===== src/rtl/mem_access_unit.sv =====
// Load/store front end for one byte-lane block RAM port. It splits any access
// that straddles a 32-bit word into two in-word accesses, then merges and extends load data.
module mem_access_unit #(
    parameter int SCALE = 10
) (
    input  logic             clk,
    input  logic             rst,
    input  logic             req_valid,
    output logic             req_ready,
    input  logic             req_we,
    input  logic [1:0]       req_size,
    input  logic             req_signed,
    input  logic [31:0]      req_addr,
    input  logic [31:0]      req_wdata,
    output logic             rsp_valid,
    output logic             rsp_err,
    output logic [31:0]      rsp_rdata,
    output logic             mem_oe,
    output logic [SCALE-1:0] mem_addr,
    output logic [31:0]      mem_wdata,
    output logic [3:0]       mem_we,
    input  logic [31:0]      mem_rdata
);

    typedef enum logic [1:0] {IDLE, LO, HI, RESP} state_t;

    state_t           state, state_nxt;
    logic             we_q, signed_q, split_q;
    logic [1:0]       size_q;
    logic [SCALE-1:0] addr_q;
    logic [31:0]      wdata_q, lo_data;
    logic [2:0]       nbytes, n1, n2;
    logic [SCALE-3:0] word_nxt;
    logic             accept, is_err;
    logic             unused_addr_hi;

    function automatic logic [2:0] size_bytes(input logic [1:0] sz);
        case (sz)
            2'd0:    size_bytes = 3'd1;
            2'd1:    size_bytes = 3'd2;
            default: size_bytes = 3'd4;
        endcase
    endfunction

    function automatic logic [3:0] lane_mask(input logic [2:0] n);
        for (int i = 0; i < 4; i++) lane_mask[i] = (i < int'(n));
    endfunction

    function automatic logic [31:0] byte_mask(input logic [2:0] n);
        for (int i = 0; i < 4; i++) byte_mask[8*i +: 8] = (i < int'(n)) ? 8'hFF : 8'h00;
    endfunction

    function automatic logic [31:0] extend(input logic [31:0] raw, input logic [2:0] nb,
                                           input logic sgn);
        logic signed [7:0]  b;
        logic signed [15:0] h;
        b = raw[7:0];
        h = raw[15:0];
        case (nb)
            3'd1:    extend = sgn ? 32'(b) : {24'd0, raw[7:0]};
            3'd2:    extend = sgn ? 32'(h) : {16'd0, raw[15:0]};
            default: extend = raw;
        endcase
    endfunction

    assign accept         = req_valid && req_ready;
    assign nbytes         = size_bytes(size_q);
    assign n1             = split_q ? (3'd4 - {1'b0, addr_q[1:0]}) : nbytes;
    assign n2             = nbytes - n1;
    assign is_err         = (size_q == 2'd3);
    assign word_nxt       = addr_q[SCALE-1:2] + (SCALE-2)'(1);
    assign unused_addr_hi = ^req_addr[31:SCALE];

    always_ff @(posedge clk) begin
        if (!rst) state <= IDLE;
        else      state <= state_nxt;
    end

    // Request and low-half capture registers carry no reset; only the FSM is reset.
    always_ff @(posedge clk) begin
        if (accept) begin
            we_q     <= req_we;
            size_q   <= req_size;
            signed_q <= req_signed;
            addr_q   <= req_addr[SCALE-1:0];
            wdata_q  <= req_wdata;
            split_q  <= ({1'b0, req_addr[1:0]} + size_bytes(req_size)) > 3'd4;
        end
        if (state == HI) lo_data <= mem_rdata;
    end

    always_comb begin
        state_nxt = state;
        req_ready = 1'b0;
        rsp_valid = 1'b0;
        rsp_err   = 1'b0;
        rsp_rdata = 32'd0;
        mem_oe    = 1'b0;
        mem_addr  = '0;
        mem_wdata = 32'd0;
        mem_we    = 4'd0;
        if (!rst) begin
            state_nxt = IDLE;
        end else begin
            case (state)
                IDLE: begin
                    req_ready = 1'b1;
                    if (req_valid) state_nxt = (req_size == 2'd3) ? RESP : LO;
                end
                LO: begin
                    mem_oe    = 1'b1;
                    mem_addr  = addr_q;
                    mem_we    = we_q ? lane_mask(n1) : 4'd0;
                    mem_wdata = wdata_q & byte_mask(n1);
                    state_nxt = split_q ? HI : RESP;
                end
                HI: begin
                    mem_oe    = 1'b1;
                    mem_addr  = {word_nxt, 2'b00};
                    mem_we    = we_q ? lane_mask(n2) : 4'd0;
                    mem_wdata = (wdata_q >> {n1, 3'b000}) & byte_mask(n2);
                    state_nxt = RESP;
                end
                RESP: begin
                    rsp_valid = 1'b1;
                    rsp_err   = is_err;
                    if (!we_q && !is_err) begin
                        if (split_q)
                            rsp_rdata = extend(((lo_data & byte_mask(n1)) |
                                                (mem_rdata << {n1, 3'b000})) & byte_mask(nbytes),
                                               nbytes, signed_q);
                        else
                            rsp_rdata = extend(mem_rdata & byte_mask(nbytes), nbytes, signed_q);
                    end
                    state_nxt = IDLE;
                end
                default: state_nxt = IDLE;
            endcase
        end
    end

endmodule


===== config.mk =====
export PLATFORM = sky130hd
export DESIGN_NAME = mem_access_unit
export DESIGN_NICKNAME = d
export VERILOG_FILES = /design/src/rtl/mem_access_unit.sv
export SDC_FILE = /design/constraint.sdc
export NUM_CORES = 1
export LEC_CHECK = 0
export BUFFER_PORTS_ARGS = -buffer_cell sky130_fd_sc_hd__buf_2
export CAP_MARGIN = 10
export CORE_MARGIN = 4
export CORE_UTILIZATION = 51
export CTS_CLUSTER_DIAMETER = 80
export DETAILED_ROUTE_END_ITERATION = 7
export PLACE_DENSITY_LB_ADDON = 0.05
export RECOVER_POWER = 100
export SLEW_MARGIN = 20
export SYNTH_ARGS = -nofsm -noshare
export SYNTH_HDL_FRONTEND = slang
export SYNTH_SLANG_ARGS = --single-unit

===== constraint.sdc =====
create_clock -name clk -period 4.1 [get_ports clk]
set_input_delay 0.82 -clock clk [delete_from_list [all_inputs] [get_ports clk]]
set_output_delay 0.82 -clock clk [all_outputs]
set_load 0.005 [all_outputs]

## Yosys cells after proc, flatten, opt, wreduce, memory -nomap -nowiden

Cells that the tools add are included.

- Register bits after elaboration: 81
- Output and inout bits: 82
- Logic and storage cells: 97
- Input port bits: 103

- $lt $le $gt $ge: 13
- Shifts and indexed selects: 2
- Mux-type cells: 46
- Equality and inequality tests: 10
- Bitwise operators: 6
- Add/subtract/negate cells: 4
- Reduce and logical (&&, ||, !) cells: 8

Operator list:

| cell | count |
|---|---|
| two-way mux 32 bit | 9 |
| one-hot mux 32 bit (2 select lines) | 3 |
| bitwise AND 32 bit | 5 |
| two-way mux 8 bit | 12 |
| bitwise OR 32 bit | 1 |
| left shift 32 x 6 -> 32 bit | 1 |
| right shift 32 x 6 -> 32 bit | 1 |
| one-hot mux 10 bit (2 select lines) | 1 |
| less-than comparator 1 x 3 -> 1 bit (first input constant) | 6 |
| less-than comparator 2 x 3 -> 1 bit (first input constant) | 6 |
| two-way mux 4 bit | 3 |
| one-hot mux 3 bit (2 select lines) | 2 |
| two-way mux 10 bit | 1 |
| two-way mux 1 bit | 9 |
| adder 8 x 1 -> 8 bit (second input constant) | 1 |
| == test 2 bit (second input constant) | 4 |
| one-hot mux 2 bit (4 select lines) | 1 |
| one-hot mux 4 bit (2 select lines) | 1 |
| == test 2 x 1 -> 1 bit (second input constant) | 3 |
| zero test 2 bit | 3 |
| two-way mux 3 bit | 2 |
| two-way mux 2 bit | 2 |
| adder 2 x 3 -> 3 bit | 1 |
| == test 3 x 1 -> 1 bit (second input constant) | 1 |
| 8 further kinds | 10 |

## Logic depth before layout (Yosys ltp)

Gate-level depths: netlist (run 1).

- Depth after elaboration: 14
- Gate-level depth with buffers: 12
- Depth with buffers taken out: 11

## Worst setup path after synthesis (run 1)

OpenSTA, ideal clock, no wires.

- Kind: reg2out
- Start: register addr_q[0]
- End: output mem_wdata[16]
- Cell stages (with the launch flop): 12
- Buffers on the path: 1
- Required time: 3.280 ns
- Arrival: 2.712 ns
- Slack: 0.568 ns
- Cells stage by stage: edfxtp_1 -> buf_2 -> inv_1 -> ha_1 -> a21oi_1 -> fa_1 -> nor2b_1 -> mux2_2 -> a21oi_1 -> nand3_1 -> nor2_1 -> a22o_1

- Longest elaborated chain between the ends: 8
- Elaborated cells between the ends (all ways): 12
- Classes of those cells: add/sub (2); order compare (2); shift (1); mux (5); bitwise (2)

Ends and longest elaborated chain:

| element | RTL line | text |
|---|---|---|
| from (decl) | 30 | `logic [SCALE-1:0] addr_q;` |
| from (signal assigned) | 85 | `addr_q <= req_addr[SCALE-1:0];` |
| subtractor 3 x 2 -> 3 bit * | 68 | `assign n1 = split_q ? (3'd4 - {1'b0, addr_q[1:0]}) : nbytes;` |
| two-way mux 3 bit * | 68 |  |
| subtractor 3 bit | 69 | `assign n2 = nbytes - n1;` |
| less-than comparator 2 x 3 -> 1 bit | 50 | `for (int i = 0; i < 4; i++) byte_mask[8*i +: 8] = (i < int'(n)) ? 8'hFF : 8'h00;` |
| two-way mux 8 bit | 50 |  |
| bitwise AND 32 bit | 121 | `mem_wdata = (wdata_q >> {n1, 3'b000}) & byte_mask(n2);` |
| one-hot mux 32 bit (2 select lines) * | 105 | `case (state)` |
| two-way mux 32 bit * | 102 | `if (!rst) begin` |
| to (decl) | 20 | `output logic [31:0] mem_wdata,` |

Every way passes the cells marked *; elsewhere a longest branch is shown, timed or not.

## Worst setup path after layout (run 1)

- Start: register size_q[0]
- End: output rsp_rdata[17]

- Longest elaborated chain between the ends: 14
- Elaborated cells between the ends (all ways): 36
- Classes of those cells: order compare (6); eq/ne (4); shift (1); mux (18); bitwise (4); reduce/logical (3)

Ends and longest elaborated chain:

| element | RTL line | text |
|---|---|---|
| from (decl) | 29 | `logic [1:0] size_q;` |
| from (signal assigned) | 83 | `size_q <= req_size;` |
| branches (longest 11 deep; another with left shift 32 x 6 -> 32 bit) | - |  |
| two-way mux 32 bit * | 127 | `if (!we_q && !is_err) begin` |
| two-way mux 32 bit * | 105 |  |
| two-way mux 32 bit * | 102 |  |
| to (decl) | 17 | `output logic [31:0] rsp_rdata,` |

Every way passes the cells marked *.

==> results.md, run 1 <==
- Seq/Total Area, Yosys: 46.0%
- Setup TNS: 0 ns
- Global route overflow: 0
- Syn_nets: between 600 and 700
- Placed insts: 843
- Clk slew on worst S/H paths: 0.08 ns
- Final Max Slew Viols: 48
- H-tree levels: 3
- Final Non-Filler Cells: 864
- Crit path time final: 4.04 ns
- Die height: 109 um
- CP required: ~3.3 ns
- Violated checks: max-capacitance violations, max-slew violations
- First-pass GRT wire length: 24100 um
- CTS sink cnt: 81
- Worst Hold Depth: 2
- Layout cells sized above 1: 24.2%
- Cell Pwr Density: around 440 nW/um^2
- Main flop type after synthesis: edfxtp_1
- Synth warnings: 0
- Max IR drop VDD: 0.252 mV
- Routed wire length: 15500 um
- Reg2reg start: state[0]$_SDFFE_PN0P_
- Worst Hold Path EP: state[0]$_SDFFE_PN0P_
- Fin crit share: between 90% and 100%
- Hpwl dp: roughly 11000 um
- Vias in the first global route: 4929
- Status: complete, but fails checks
- DR pass1 iterations: 5
- Cells after Synth: 560
- Die footprint: 12000 sq um
- RePlAce Congestion: between 0.8 and 0.9
- Hold Path Origin: state[0]$_SDFFE_PN0P_
- Post-synth EDFFs: 79
- Clk pwr share: 22.5%
- Logic pwr share: 36.5%
- P_sw: 1030 uW
- Register share of total power: 41.1%
- Port bufs: 162
- Largest net degree at the start of global routing: 48
- Achievable Freq: 0.247 GHz
- Worst R2R End: wdata_q[3]$_DFFE_PP_
- Reg2Reg Depth: 3
- Arrival time at the worst endpoint: 3.22 ns
- DRC violations left: 0
- Int Pwr: 1810 uW
- Register area: 2410 sq um
- Initial Util: 52.9%
- Hold Fails Final Rpt: 0
- Reg2Reg Setup Slack: 1.43 ns
- Crit Path Class: reg -> out
- Longest Clk Path Bufs: 2
- Fill cells: 883
- Die width: 109 um
- Post-synth cell types: 56
- Slew @ Worst Pin: 2.02 ns
- Final count of negative-setup-slack endpoints: 0
- Syn Std Cell Area: 5240 sq um
- Clock skew: approximately 0.0073 ns
- Post-synth ARST share: 0%
- CTS buffer count: 9
- Crit-path max FO: 8
- Area Growth Syn to Fin: 23.3%
- Core area: 9910 sq um
- Finished Core Util: 65.2%
- Clk Latency, worst-skew pair: 0.36 ns
- CP endpoint kind: output pin
- CTS tree: yes
- Total Routing Usage GR: 25.9%
- Slew headroom: -34.9%
- Ant. Diodes: 0
- Final ANT Viol Nets: 0
- DR WL/cell: 18.0 um
- Leakage: 0.00261 uW
- MaxCap Viol Count: 1
- Synth Register Bits: slightly above 80
- Multi-input logic area: ~2700 sq um
- Startpoint Class: register
- # nets final: about 840
- Average size of a mapped cell: a little over 9 sq um
- # IOs: 185
- Sw frac: 36.3%
- Hold WC Path Type: reg -> reg
- Clock root cell: clkbuf_8
- Antenna violations before repair: 0
- Routed vias/inst: 5.85
- Initial DRC Count: 414
- Hold Slack: 0.603 ns
- Via count: 5057
- Row cnt: 36
[layer usage]
| metal | vias up | share of wire [%] | GRT usage, % |
|---|---|---|---|
| met5 | - | 0 | 0 |
| met4 | 0 | 3.0 | 11.2 |
| met3 | 34 | 8.3 | 6.28 |
| met2 | 220 | 49 | 44.2 |
| met1 | 2400 | 40 | 31.1 |
| li1 | 2403 | - | - |
[cell type report]
| type | instances | share of cell area [%] |
|---|---|---|
| clock buffers | 10 | 1.98 |
| clock inverters | 6 | 1.28 |
| inverters | 12 | 0.697 |
| multi-input cells | 436 | 41.9 |
| flip-flops and latches | 81 | 37.3 |
| well taps | 133 | 2.58 |
| repair buffers | 186 | 14.2 |
[what timing repair did]
action / CTS / global route
hold endpoints to repair: 0 / 0
cloned: 0 / 0
setup endpoints to repair: 5 / 35
pin swaps: 0 / 5
hold buffers: 0 / 0
buffers inserted: 0 / 5
resized for setup: 3 / 12
[synthesized netlist by cell type (2+ instances only)]
| cell | n | share of area [%] |
|---|---|---|
| a211oi_1 | 16 | 2.3 |
| a21o_1 | 5 | 0.72 |
| a21oi_1 | 64 | 6.1 |
| a221oi_1 | 8 | 1.3 |
| a22o_1 | 13 | 2.2 |
| a31oi_1 | 2 | 0.24 |
| a32o_1 | 2 | 0.38 |
| and2_1 | 10 | 1.2 |
| and3_1 | 6 | 0.72 |
| buf_1 | 2 | 0.14 |
| buf_2 | 12 | 1.1 |
| buf_4 | 2 | 0.29 |
| clkbuf_1 | 15 | 1.1 |
| dfxtp_1 | 2 | 0.76 |
| edfxtp_1 | 79 | 45 |
| fa_1 | 2 | 0.76 |
| ha_1 | 10 | 2.4 |
| inv_1 | 10 | 0.72 |
| mux2_2 | 9 | 1.9 |
| mux2i_1 | 9 | 1.7 |
| mux4_2 | 4 | 1.7 |
| nand2_1 | 133 | 9.5 |
| nand2b_1 | 12 | 1.4 |
| nand3_1 | 12 | 1.1 |
| nor2_1 | 29 | 2.1 |
| nor2b_1 | 6 | 0.72 |
| nor3_1 | 4 | 0.38 |
| o211ai_1 | 17 | 2.4 |
| o21ai_0 | 23 | 2.2 |
| o21bai_1 | 4 | 0.57 |
| o221ai_1 | 8 | 1.3 |
| or3_1 | 2 | 0.24 |
| xor2_1 | 5 | 0.84 |
[power by group through the flow]
| stage | Sequential, uW | Clock [uW] | Combinational, uW |
|---|---|---|---|
| after global routing | 1180 | 681 | 1150 |
| after detailed placement | 1180 | 0 | 1020 |
| after global placement | 1170 | 0 | 994 |
| after CTS | 1160 | 648 | 1030 |
| final | 1170 | 640 | 1040 |
| after floorplan | 1160 | 0 | 697 |
[critical path, cell delays in order, from the launching register on]
cell	delay, ns
edfxtp_1	0.48
buf_4	0.18
nor2_1	0.14
inv_1	0.13
ha_1	0.33
nor3_1	0.89
a221oi_1	0.18
a211oi_1	0.35
buf_2	0.18
[placed cells by master (no fill, tap or decap), types with 3 or more instances in the layout]
master    Yosys  final
nand3_1      12     12
a221oi_1      8      8
and2_1       10     10
a21oi_2       1      3
a211oi_1     16     16
and3_1        6      6
mux2_2        9      9
nor3_1        4      3
mux2i_1       9      9
nor2b_1       6      6
buf_2        12    105
nand2_1     133    132
ha_1         10      7
clkinv_1      1      3
xor2_1        5      5
clkbuf_1     15     59
nor2_1       29     28
o221ai_1      8      8
edfxtp_1     79     79
a21o_1        5      4
buf_4         2     22
a22o_1       13     13
o21ai_0      23     22
inv_1        10     10
nand2b_1     12     12
o211ai_1     17     17
mux4_2        4      4
o21bai_1      4      4
a21oi_1      64     62
clkbuf_8      0      9
[kinds of logic (layout without fill, tap and decap cells)]
kind of cell    count (synthesis)  after routing  share of synthesized area [%]
buf+inv                        43            214                           3.51
xor+xnor                        6              6                           1.00
compound gates                172            172                           21.8
simple gates                  224            224                           19.1
mux                            22             22                           5.37
flops                          81             81                           46.0
fa+ha+maj                      12             12                           3.15
[per-stage QoR]
step	total power (uW)	cell area, sq um	setup WS (ns)
after global routing	3020	6460	-0.0368
after CTS	2840	6440	0.0224
after floorplan	1850	5240	0.568
after detailed placement	2200	6220	0.363
final	2850	6460	0.0571
after global placement	2170	6220	0.390
[registers in the layout, summed over array words and instances, names as in the netlist]
register  flops
addr_q       10
wdata_q      32
we_q          1
state         2
lo_data      32
signed_q      1
split_q       1
size_q        2
[worst max-delay path by stage]
stage                    end                 from
4_1_cts        mem_wdata[20]  addr_q[0]$_DFFE_PP_
3_3_place_gp    mem_wdata[7]  addr_q[0]$_DFFE_PP_
6_report       rsp_rdata[17]  size_q[0]$_DFFE_PP_
3_5_place_dp    mem_wdata[7]  addr_q[0]$_DFFE_PP_
5_1_grt        rsp_rdata[19]  size_q[0]$_DFFE_PP_
2_1_floorplan  mem_wdata[16]  addr_q[0]$_DFFE_PP_
Note: power is estimated with default switching activity, not from simulation.
==> inputs of run 2 (changes only) <==
--- a/config.mk
+++ b/config.mk
@@ -7,6 +7,7 @@
 export LEC_CHECK = 0
 export BUFFER_PORTS_ARGS = -buffer_cell sky130_fd_sc_hd__buf_2
 export CAP_MARGIN = 10
+export CORE_ASPECT_RATIO = 0.75
 export CORE_MARGIN = 4
 export CORE_UTILIZATION = 51
 export CTS_CLUSTER_DIAMETER = 80
==> results.md, run 2 (synthesis results as in run 1) <==
- Setup TNS: 0 ns
- Total Routing Usage GR: 26.1%
- Final Max Slew Viols: 35
- Slew @ Worst Pin: roughly 1.8 ns
- CTS sink cnt: 81
- Slew headroom: -20.0%
- Crit Path Class: reg -> out
- Longest Clk Path Bufs: 2
- Leading cell type in the layout, fill and taps excluded: nand2_1
- Startpoint Class: register
- Worst-path cell chain: nor2b_4 -> inv_2 -> ha_2 -> nor2_1 -> a21oi_1 -> buf_6 -> nand2_1 -> or2_2 -> a31oi_4 -> a22o_1 -> clkbuf_1
- Vias in the first global route: approximately 4700
- Die height: 95.8 um
- Slowest CP cell: edfxtp_1
- Core area: 9850 sq um
- Worst R2R End: wdata_q[21]$_DFFE_PP_
- Max stage delay on crit path: 0.47 ns
- Reg2reg start: state[0]$_SDFFE_PN0P_
- H-tree levels: 3
- Routed vias/inst: 5.87
- Critical path depth in cells: 11
- RSZ-0062 raised after global routing: false
- Routed wire length: 16000 um
- Ant. Diodes: 0
- Final ANT Viol Nets: 0
- Clock root cell: clkbuf_16
- CTS buffer count: 9
- Hold Slack: 0.600 ns
- Hold Fails Final Rpt: 0
- Hold_buf cts: 0
- Crit-path max FO: 24
- DR WL/cell: 18.5 um
- Row cnt: 31
- Largest net degree at the start of global routing: 48
- CP top delay family: compound AO/OA/AOI/OAI gates
- Top flop regs: lo_data x32, wdata_q x32, addr_q x10
- End of the critical path: mem_wdata[16]
- DR pass1 iterations: 5
- Antenna violations before repair: 0
- Global route overflow: 0
- CP endpoint kind: output pin
- # nets final: 842
- Leakage: 0.00248 uW
- Status: complete, but fails checks
- Reg2Reg Setup Slack: 1.08 ns
- Achievable Freq: 0.253 GHz
- DRC violations left: 0
- Via count: 5070
- Cell Pwr Density: 456 nW/um^2
- RePlAce Congestion: between 0.9 and 1
- Die width: 125 um
- First-pass GRT wire length: ~25000 um
- Hpwl dp: around 12000 um
- Max IR drop VDD: 0.305 mV
- Initial DRC Count: 501
- Area Growth Syn to Fin: 22.9%
- Fin crit share: 96.4%
- Die footprint: 12000 sq um
- CP required: ~3.3 ns
- Clock skew: 0.00548 ns
- Violated checks: max-capacitance violations, max-slew violations
- MaxCap Viol Count: 1
- Port bufs: approximately 160
- Layout cells sized above 1: 19.0%
- Initial Util: 53.2%
- Hold WC Path Type: reg -> reg
- # IOs: between 150 and 200
- Commonest cells after routing, fill and taps aside: nand2_1 (133), clkbuf_1 (93), edfxtp_1 (79)
- Clk Latency, worst-skew pair: between 0.3 and 0.4 ns
- CP startpoint: size_q[0]$_DFFE_PP_
- Worst path bufs/invs: 3
- Arrival time at the worst endpoint: ~3.1 ns
- CTS tree: yes
- Crit path time final: 3.95 ns
- Clk slew on worst S/H paths: 0.06 ns
- Reg2Reg Depth: 4
- Final count of negative-setup-slack endpoints: 0
## run 2: changes by cell type in the layout (fill, tap and decap cells not counted), sizes merged
cell / previous run / this run
bufinv: 2 / 0
clkinvlp: 2 / 4
clkbuf: 69 / 110
clkinv: 3 / 1
buf: 127 / 89
## run 2: metrics by stage
step / util [%] / instance area (sq um) / power [uW] / worst slack [ns] / cells
detailed placement: 63.2 / 6230 / 2210 / 0.276 / 843
finish: 65.4 / 6440 / 2940 / 0.147 / 864
floorplan: - / 5240 / 1850 / 0.568 / 560
CTS: 66.2 / 6520 / 2950 / 0.0587 / 861
global route: 65.4 / 6440 / 3130 / 0.00729 / 864
global placement: 63.2 / 6230 / 2180 / 0.425 / 843
## run 2: tightest hold or removal path: cells and delay by family, from the launching register on
| kind | cells | cell delay (ns) |
|---|---|---|
| AO/OA/AOI/OAI | 1 | 0.08 |
| buffers and inverters | 1 | 0.13 |
| flip-flops | 1 | 0.34 |
## run 2: worst min-delay path by stage
stage / start / end / slack (ns) / depth (start not counted)
after floorplan: state[0]$_SDFFE_PN0P_ / state[0]$_SDFFE_PN0P_ / 0.53 / 2
after global placement: state[0]$_SDFFE_PN0P_ / state[0]$_SDFFE_PN0P_ / 0.56 / 2
after detailed placement: state[0]$_SDFFE_PN0P_ / state[0]$_SDFFE_PN0P_ / 0.59 / 2
after CTS: state[0]$_SDFFE_PN0P_ / state[0]$_SDFFE_PN0P_ / 0.60 / 2
after global routing: state[0]$_SDFFE_PN0P_ / state[0]$_SDFFE_PN0P_ / 0.64 / 2
final: state[0]$_SDFFE_PN0P_ / state[0]$_SDFFE_PN0P_ / 0.60 / 2
## run 2: area by class of cell
cell class	instances	area [sq um]
Timing Repair Buffer	187	885
Clock inverter	4	30.0
Fill cell	866	3410
Tap cell	132	165
Inverter	12	45.0
Sequential cell	81	2410
Multi-Input combinational cell	436	2670
Clock buffer	12	236
## run 2: where the power goes
part           leakage [uW]  switching, uW  total (uW)  internal [uW]
logic               0.00162            675        1050            374
registers          0.000744           74.2        1170           1090
clock network      0.000115            314         725            411
## run 2: routing by layer
metal	wire (um)	GRT usage, %	up-vias
met5	0	0	-
met4	155	6.14	0
met3	1720	6.38	16
met2	6740	37.6	297
met1	7390	39.8	2346
li1	-	-	2411
## run 2: repair_timing
action / 4_1_cts / 5_1_grt
pin swaps: 1 / 3
gates resized for setup: 3 / 7
buffers inserted: 2 / 2
setup endpoints to repair: 13 / 32
hold endpoints to repair: 0 / 0
==> inputs of run 3 (changes only) <==
--- a/config.mk
+++ b/config.mk
@@ -13,7 +13,6 @@
 export CTS_CLUSTER_DIAMETER = 80
 export DETAILED_ROUTE_END_ITERATION = 7
 export PLACE_DENSITY_LB_ADDON = 0.05
-export RECOVER_POWER = 100
 export SLEW_MARGIN = 20
 export SYNTH_ARGS = -nofsm -noshare
 export SYNTH_HDL_FRONTEND = slang
==> results.md, run 3 (synthesis results as in run 1) <==
- Layout cells sized above 1: 31.7%
- Initial Util: between 50% and 60%
- Worst-path cell chain: nor2b_4 -> inv_2 -> ha_2 -> nor2_1 -> a21o_1 -> a32o_1 -> a311oi_4 -> a2111o_1 -> o211ai_1 -> buf_2
- Crit-path max FO: 7
- Worst Hold Depth: 2
- Fill cells: 820
- Via count: 5075
- DRC violations left: 0
- # nets final: 842
- Final count of negative-setup-slack endpoints: 0
- Reg2reg start: state[0]$_SDFFE_PN0P_
- Placed insts: ~840
- Longest Clk Path Bufs: 2
- CP endpoint kind: output pin
- MaxCap Viol Count: 0
- Reg2Reg Setup Slack: approximately 2.4 ns
- CTS sink cnt: between 80 and 90
- Routed vias/inst: roughly 5.9
- Die height: around 96 um
- Die footprint: 12000 sq um
- CTS tree: yes
- Cell Pwr Density: around 450 nW/um^2
- CTS buffer count: 9
- Commonest cells after routing, fill and taps aside: buf_2 (162), nand2_1 (133), edfxtp_1 (79)
- Port bufs: around 160
- Final Max Slew Viols: 0
- First-pass GRT wire length: 24700 um
- Initial DRC Count: 535
- DR pass1 iterations: 6
- Leading cell type in the layout, fill and taps excluded: buf_2
- H-tree levels: 3
- Global route overflow: 0
- Hold Fails Final Rpt: 0
- Hold Slack: 0.613 ns
- Finished Core Util: 66.9%
- Reg2Reg Depth: 4
- Worst Hold Path EP: state[0]$_SDFFE_PN0P_
- Fin crit share: a little over nine tenths
- Clock root cell: clkbuf_16
- Top flop regs: lo_data x32, wdata_q x32, addr_q x10
- Achievable Freq: 0.254 GHz
- Hold Path Origin: state[0]$_SDFFE_PN0P_
- Antenna violations before repair: 0
- Hold WC Path Type: reg -> reg
- Status: complete, no violations
- CP required: 3.28 ns
- Clk Latency, worst-skew pair: approximately 0.33 ns
- Routed wire length: 15900 um
- RePlAce Congestion: 0.927
- Max stage delay on crit path: ~0.47 ns
- Slew headroom: 57.1%
- Arrival time at the worst endpoint: approximately 3.1 ns
- Die width: around 130 um
- Vias in the first global route: around 4700
- Setup TNS: 0 ns
- Total Routing Usage GR: roughly a quarter
- # IOs: 185
- Clock skew: just over 0.005 ns
- Startpoint Class: register
- Largest net degree at the start of global routing: 48
- Core area: 9850 sq um
- Crit Path Class: reg -> out
- Final ANT Viol Nets: 0
- Worst R2R End: wdata_q[13]$_DFFE_PP_
- DR WL/cell: between 15 and 20 um
- Hpwl dp: ~12000 um
- Row cnt: 31
- Clk slew on worst S/H paths: 0.06 ns
- Slew @ Worst Pin: 0.643 ns
- Final Non-Filler Cells: 864
- Slowest CP cell: edfxtp_1
- Crit path time final: a little under 4 ns
- Ant. Diodes: 0
- Max IR drop VDD: 0.315 mV
- Leakage: 0.00282 uW
- Area Growth Syn to Fin: 25.8%
- RSZ-0062 raised after global routing: false
run 3: changes by cell type in the layout (fill, tap and decap cells not counted), moves of 5 or more:
cell,delta
clkbuf_2,-8
clkbuf_1,-90
buf_2,+96
and2_1,+5
and2_0,-5
run 3: cell type report:
class	count	area, sq um	area share, %
Clock inverter	4	30.0	0.456
Clock buffer	12	236	3.59
Inverter	12	45.0	0.683
Multi-Input combinational cell	436	2690	40.8
Tap cell	132	165	2.51
Sequential cell	81	2410	36.6
Timing Repair Buffer	187	1010	15.4
run 3: how the worst max path moves through the flow:
stage / slack [ns] / cells past startpoint / startpoint / to
after global placement: 0.42 / 10 / size_q[0]$_DFFE_PP_ / rsp_rdata[26]
after global routing: 0.008 / 11 / addr_q[0]$_DFFE_PP_ / mem_wdata[7]
after CTS: 0.06 / 10 / size_q[0]$_DFFE_PP_ / mem_wdata[16]
after floorplan: 0.57 / 11 / addr_q[0]$_DFFE_PP_ / mem_wdata[16]
final: 0.16 / 10 / size_q[0]$_DFFE_PP_ / rsp_rdata[26]
after detailed placement: 0.28 / 11 / size_q[0]$_DFFE_PP_ / mem_wdata[7]
run 3: worst max-delay path: cells and delay by family, from the launching register on:
family                   cells  cell delay, ns
buffers and inverters        2            0.27
AND/OR/NAND/NOR              2            0.30
flip-flops                   1            0.47
AO/OA/AOI/OAI                5            1.46
adder cells (fa/ha/maj)      1            0.29
run 3: layer usage:
layer | vias to the layer above | track usage, % | routed length [um]
li1 | 2410 | - | -
met1 | 2337 | 39.8 | 7310
met2 | 305 | 37.6 | 6690
met3 | 23 | 6.38 | 1760
met4 | 0 | 6.14 | 176
met5 | - | 0 | 0
run 3: timing repair:
action	in CTS	in global routing
hold buffers	0	0
resized for setup	3	7
hold endpoints to repair	0	0
buffers inserted	2	2
pin swaps	1	3
gates cloned	0	0
endpoints found under the setup margin	13	32
run 3: power by group:
part / leakage (uW) / internal, uW / switching, uW / total [uW]
Sequential: 0.000744 / 1090 / 74.9 / 1160
Combinational: 0.00196 / 401 / 678 / 1080
Clock: 0.000115 / 411 / 315 / 725
Total: 0.00282 / 1900 / 1070 / 2970
run 3: through the flow:
step	total power, uW	cell area [sq um]	setup slack, ns
floorplan	1850	5240	0.568
global placement	2180	6230	0.425
detailed placement	2210	6230	0.276
CTS	2950	6520	0.0587
global route	3150	6590	0.00806
finish	2970	6590	0.162
